===== src/rtl/ahb_sram_if.sv =====
// AHB-Lite slave front end for NUM_LANES x 8-bit single-port sram macros.
// Zero-wait reads/writes, one stall on write->read port conflict, two-cycle ERROR.
module ahb_sram_if #(
  parameter int unsigned SRAM_ADDR_WIDTH = 13,
  parameter int unsigned SRAM_DATA_WIDTH = 8,
  parameter int unsigned NUM_LANES       = 4
) (
  input  logic                                   clk,
  input  logic                                   rst,
  input  logic                                   hsel,
  input  logic [31:0]                            haddr,
  input  logic [1:0]                             htrans,
  input  logic                                   hwrite,
  input  logic [2:0]                             hsize,
  input  logic                                   hready,
  input  logic [NUM_LANES*SRAM_DATA_WIDTH-1:0]   hwdata,
  output logic [NUM_LANES*SRAM_DATA_WIDTH-1:0]   hrdata,
  output logic                                   hready_resp,
  output logic                                   hresp,
  output logic [SRAM_ADDR_WIDTH-1:0]             sram_addr,
  output logic [NUM_LANES*SRAM_DATA_WIDTH-1:0]   sram_wdata,
  output logic [NUM_LANES-1:0]                   sram_ce,
  output logic [NUM_LANES-1:0]                   sram_we,
  input  logic [NUM_LANES*SRAM_DATA_WIDTH-1:0]   sram_rdata
);

  typedef enum logic [2:0] {
    ST_IDLE,
    ST_WR,
    ST_RD,
    ST_RD_STALL,
    ST_ERR1,
    ST_ERR2
  } state_t;

  state_t                     state_q, state_d;
  logic [SRAM_ADDR_WIDTH-1:0] addr_q, addr_d;
  logic [NUM_LANES-1:0]       mask_q, mask_d;

  logic                       accept;
  logic                       illegal;
  logic                       port_free;
  logic                       rd_issue;
  logic [NUM_LANES-1:0]       lane_mask;
  logic [SRAM_ADDR_WIDTH-1:0] word_addr;
  logic                       unused_bits;

  assign accept      = hsel & htrans[1] & hready;
  assign word_addr   = haddr[SRAM_ADDR_WIDTH+1:2];
  assign port_free   = (state_q == ST_IDLE) || (state_q == ST_RD) || (state_q == ST_ERR2);
  assign rd_issue    = accept & ~illegal & ~hwrite & port_free & ~rst;
  assign unused_bits = ^{haddr[31:SRAM_ADDR_WIDTH+2], htrans[0]};

  // Size/alignment decode into little-endian lane mask
  always_comb begin
    illegal   = 1'b0;
    lane_mask = '0;
    case (hsize)
      3'd0: lane_mask = NUM_LANES'(1) << haddr[1:0];
      3'd1: begin
        lane_mask = haddr[1] ? NUM_LANES'(4'b1100) : NUM_LANES'(4'b0011);
        illegal   = haddr[0];
      end
      3'd2: begin
        lane_mask = '1;
        illegal   = |haddr[1:0];
      end
      default: illegal = 1'b1;
    endcase
  end

  always_ff @(posedge clk) begin
    if (rst) begin
      state_q <= ST_IDLE;
      addr_q  <= '0;
      mask_q  <= '0;
    end else begin
      state_q <= state_d;
      addr_q  <= addr_d;
      mask_q  <= mask_d;
    end
  end

  // Next data-phase state and sram/bus outputs
  always_comb begin
    state_d     = ST_IDLE;
    addr_d      = addr_q;
    mask_d      = mask_q;
    hready_resp = 1'b1;
    hresp       = 1'b0;
    hrdata      = '0;
    sram_addr   = '0;
    sram_wdata  = '0;
    sram_ce     = '0;
    sram_we     = '0;

    case (state_q)
      ST_RD_STALL: state_d = ST_RD;
      ST_ERR1:     state_d = ST_ERR2;
      default: begin
        if (accept) begin
          if (illegal) begin
            state_d = ST_ERR1;
          end else if (hwrite) begin
            state_d = ST_WR;
            addr_d  = word_addr;
            mask_d  = lane_mask;
          end else if (state_q == ST_WR) begin
            // write owns the port this cycle; replay the read from addr_q next cycle
            state_d = ST_RD_STALL;
            addr_d  = word_addr;
          end else begin
            state_d = ST_RD;
          end
        end
      end
    endcase

    case (state_q)
      ST_WR: begin
        sram_ce    = mask_q;
        sram_we    = mask_q;
        sram_addr  = addr_q;
        sram_wdata = hwdata;
      end
      ST_RD: hrdata = sram_rdata;
      ST_RD_STALL: begin
        hready_resp = 1'b0;
        sram_ce     = '1;
        sram_addr   = addr_q;
      end
      ST_ERR1: begin
        hresp       = 1'b1;
        hready_resp = 1'b0;
      end
      ST_ERR2: hresp = 1'b1;
      default: ;
    endcase

    if (rd_issue) begin
      sram_ce   = '1;
      sram_we   = '0;
      sram_addr = word_addr;
    end

    // Abandon any in-flight access without a strobe while reset is held
    if (rst) begin
      hready_resp = 1'b1;
      hresp       = 1'b0;
      hrdata      = '0;
      sram_addr   = '0;
      sram_wdata  = '0;
      sram_ce     = '0;
      sram_we     = '0;
    end
  end

endmodule


===== config.mk =====
export PLATFORM = sky130hd
export DESIGN_NAME = ahb_sram_if
export DESIGN_NICKNAME = d
export VERILOG_FILES = /design/src/rtl/ahb_sram_if.sv
export SDC_FILE = /design/constraint.sdc
export NUM_CORES = 1
export LEC_CHECK = 0
export CELL_PAD_IN_SITES_DETAIL_PLACEMENT = 1
export CELL_PAD_IN_SITES_GLOBAL_PLACEMENT = 1
export CORE_MARGIN = 2
export CORE_UTILIZATION = 18
export DETAILED_ROUTE_END_ITERATION = 8
export PLACE_DENSITY_LB_ADDON = 0.1
export SLEW_MARGIN = 20
export SYNTH_ARGS = -nofsm -noshare
export SYNTH_HDL_FRONTEND = slang
export SYNTH_SLANG_ARGS = --single-unit

===== constraint.sdc =====
create_clock -name clk -period 3.6 [get_ports clk]
set_input_delay 0.72 -clock clk [delete_from_list [all_inputs] [get_ports clk]]
set_output_delay 0.72 -clock clk [all_outputs]
set_load 0.01 [all_outputs]

Word level (Yosys, flattened, before mapping). Cells that the tools add are included.

Bitwise gates (word level): 10. Shift operators: 1. $add $sub $neg: 0. Equality and inequality tests: 7. Divide/modulo/power cells: 0. Magnitude comparators: 0. Reduce and logical (&&, ||, !) cells: 11. Multiply operators: 0. Multiplexer cells: 27.

Operators with widths (count): 32-bit 2-to-1 mux (4); 13-bit 2-to-1 mux (5); 4-bit 2-to-1 mux (6); 4-bit case mux with 3 select lines (1); 3-bit by 2-bit equality test with 1-bit output (second input constant) (3); 4-bit case mux with 2 select lines (1); 4-bit AND reduction (2); 2-bit OR reduction (4); 1-bit AND (6); 3-bit by 1-bit equality test with 1-bit output (second input constant) (2); 3-bit equality test (second input constant) (2); 3-bit zero test (2); 3-bit 2-to-1 mux (2); 3-bit case mux with 2 select lines (1); 1-bit 2-to-1 mux (5); 1-bit inverter (4); 1-bit by 2-bit left shift with 4-bit output (first input constant) (1); 1-bit case mux with 3 select lines (1); 1-bit logical OR (2); 2-bit 2-to-1 mux (1); 2-bit nonzero test (1).

Bits of input ports: 106. Word-level logic and storage cells: 59. Memories: 0. Latch bits: 0. Memory bits (writable): 0. Register bits after elaboration: 20. ROM bits: 0. Output and inout port bits: 87.

Logic depth before layout (Yosys ltp).
Depth in word-level cells: 9. Gate-level depth with buffers: 7. Mapped depth without buffers: 4.

Least setup slack after synthesis. Ideal clock, no wire load.

Kind: in2out. Start point: input port hsize[0]. End point: output port sram_addr[10]. Required time: 2.880 ns. Cell stages on the path: 5. Path buffers: 1. Path slack: 1.168 ns. Data arrival time: 1.712 ns. Cells stage by stage: nor3_2 -> or2_2 -> nand4_1 -> clkbuf_1 -> o21ai_0.

Word-level cells in the longest chain between the ends: 9. Elaborated cells between the ends (all ways): 11. Classes of those cells: eq/ne (2); mux (3); bitwise (5); reduce/logical (1).

RTL lines: from (decl) (line 14) `input logic [2:0] hsize,`; 3-bit by 2-bit equality test with 1-bit output (tied with other cells) (line 58) `case (hsize)`; 1-bit case mux with 3 select lines (*) (line 58); 1-bit inverter (no line) (*); 1-bit AND (*) (4 in a row) (line 51) `assign rd_issue = accept & ~illegal & ~hwrite & port_free & ~rst;`; 13-bit 2-to-1 mux (*) (line 140) `if (rd_issue) begin`; 13-bit 2-to-1 mux (*) (line 147) `if (rst) begin`; to (decl) (line 20) `output logic [SRAM_ADDR_WIDTH-1:0] sram_addr,`.

Every way passes the cells marked *; elsewhere a longest branch is shown, timed or not.

Final worst setup path.
Start point: input port hsize[0]. End point: output port sram_addr[6].

The elaborated chain is that of the path after synthesis.

==> results_dict.tcl <==
set metrics [dict create \
    drtIter0Drc 52 \
    r2r-end "addr_q[11]" \
    viasPerCell 4.20 \
    cts.hold.buffers_added 0 \
    clk_latency_ps 250 \
    cp_max_fo 17 \
    criticalPathCategory "input port to output port" \
    hold_class "flip-flop to flip-flop" \
    cts_tree "built" \
    antenna_found_initial 0 \
    cts_num_sinks 20 \
    final_hold_viol_count 0 \
    io_buffers 174 \
    synthTopCellsByArea "and2_1 (25%), dfxtp_1 (24%), nand2b_1 (12%), mux2i_1 (11%), o21ai_0 (7.5%)" \
    setup_violations 0 \
    avgSynthCellArea_um2 7.49 \
    numCtsBuffers 3 \
    ir_worst_vdd_mv 0.125 \
    synth_warnings 0 \
    fin_skew_ps 0.554 \
    fin_nets 499 \
    fill_cells 1100 \
    synth_top_cell_by_area "and2_1" \
    wl_per_cell_um 13.6 \
    worst_pin_slew_ps 351 \
    relSlewSlack_pct 76.4 \
    seq_area_frac_synth_pct 23.9 \
    netlist_instances 224 \
    critPathArrivalTime_ps 2690 \
    io_pins 193 \
    layout_commonest_cell "clkdlybuf4s50_1" \
    ant_nets 0 \
    power.density_mw_per_mm2 147 \
    fin_tns_setup_ps 0 \
    area_delta_synth_final_pct 113 \
    overflow 0 \
    drv_cap 0 \
    placed_cell_area_mm2 0.00353 \
    dp_hpwl_um 5580 \
    grt_max_degree 37 \
    vias 2106 \
    die_h_um 101 \
    leakagePower_uw 0.00139 \
    rows 35 \
    worstRegToRegCells 4 \
    run_status "finished, final reports clean" \
    endpoint_kind "output port" \
    htree_levels 1 \
    grt_pass1_wl_um 10700 \
    coreArea_mm2 0.00915 \
    synth_area_mm2 0.00168 \
    cts_buffer_depth 2 \
    cts_resized 0 \
    start_util_pct 18.3 \
    post_cts_buffers 0 \
    cts-root-buf "clkbuf_8" \
    layout-drive-gt1-share_pct 4.86 \
    final_cell_mix "clkdlybuf4s50_1 (174), and2_1 (68), nand2b_1 (31), o21ai_0 (25), dfxtp_1 (20)" \
    grt_use_met3_pct 4.09 \
    drtPass1Iterations 4 \
    use_met2_pct 21.9 \
    busiest_layer "met2" \
    clk_pin_slew_ps 70 \
    grt_pass1_vias 2129 \
    min_period_over_period_pct 94.7 \
    final_area_mm2 0.00357 \
    die_width_um 101 \
    r2r_start "state_q[2]" \
    track_usage_pct 13.1 \
    syn_nets 330 \
    min_to "addr_q[4]" \
    synth_cell_types 31 \
    gp_congestion 0.730 \
    synth_seq_cells 20 \
    max_freq_mhz 293 \
    grtUsageMet1_pct 16.2 \
    drc_errors 0 \
    wirelength_um 6840 \
    rsz0062_at_grt "no" \
    period_needed_ps 3410 \
    cp.required_ps 2880 \
    dieArea_mm2 0.0101 \
    final_max_slew_viol_count 0 \
    startpoint_type "input port" \
    hold_path.startpoint "addr_q[4]" \
    ff2ff_setup_slack_ps 1930 \
    diodes 0 \
    hold_path_depth 2 \
    synth_top_area_share_pct 25.4 \
]
## where the power goes
group,switching [µW],internal (µW),leakage (µW)
clock network,70.7,74.5,0.0000216
logic,41.6,111,0.00120
registers,2.86,223,0.000161
total,115,409,0.00139
## flip-flops by register name (all words and copies together), names as in the netlist
signal   flops
addr_q      13
mask_q       4
state_q      3
## per-stage QoR
step	hold WS [ps]	util [%]	setup slack, ps	std cells	total power (µW)
3_3_place_gp	460	38.6	197	499	383
4_1_cts	489	39.0	185	502	534
5_1_grt	511	39.0	17.8	502	555
2_1_floorplan	453	-	1170	224	270
3_5_place_dp	475	38.6	187	499	385
6_report	482	39.0	191	502	524
## per-layer routing
layer  vias to the layer above  part of all wire, %
met1                       951                   43
met5                         -                    0
met4                         0                  2.4
li1                       1058                    -
met2                        85                   47
met3                        12                  7.2
## how the worst max path moves through the flow
| stage | to | from | slack (ps) |
|---|---|---|---|
| 6_report | sram_addr[6] | hsize[0] | 190 |
| 5_1_grt | sram_addr[6] | haddr[0] | 20 |
| 4_1_cts | sram_addr[11] | hsize[0] | 190 |
| 3_5_place_dp | sram_addr[11] | hsize[0] | 190 |
| 3_3_place_gp | sram_addr[6] | hsize[0] | 200 |
| 2_1_floorplan | sram_addr[10] | hsize[0] | 1170 |
## area by class of cell
class | count | area (µm²) | share of cell area [%]
timing repair buffer | 180 | 1800 | 50.4
multi-input combinational | 184 | 1180 | 32.9
sequential | 20 | 400 | 11.2
tap | 111 | 139 | 3.89
clock buffer | 3 | 41.3 | 1.16
inverter | 4 | 15.0 | 0.420
## cells in the mapped netlist
library cell and instances:
nor2b_1 1, o21ai_2 1, o21ai_1 1, or4_4 1, nor3b_2 1, nor4b_1 1, clkbuf_2 1, a211oi_1 1
nor3_2 1, nand3b_1 1, buf_6 2, mux2i_1 18, a21oi_1 6, inv_1 4, nand4_1 1, or4_2 1
nor2_1 4, nand2b_1 31, nand2_1 13, a21boi_0 1, and2_1 68, nand3_1 1, and2b_1 1, or2b_2 1
buf_12 1, o21ai_0 25, dfxtp_1 20, o2111ai_1 1, clkbuf_1 12, or3b_2 1, or2_2 2
## critical path, cell delays in order
cell	delay, ps
clkdlybuf4s50_1	500
nor3_2	230
or2_2	150
nand4_1	80
buf_4	210
o21ai_0	230
clkdlybuf4s50_1	570
## logic make-up after synthesis
logic type	count (synthesis)	synth area share (%)
simple gates	130	47.5
compound gates	36	11.5
flops	20	23.9
buf+inv	20	6.41
mux	18	10.7
(Power assumes the default switching activity.)
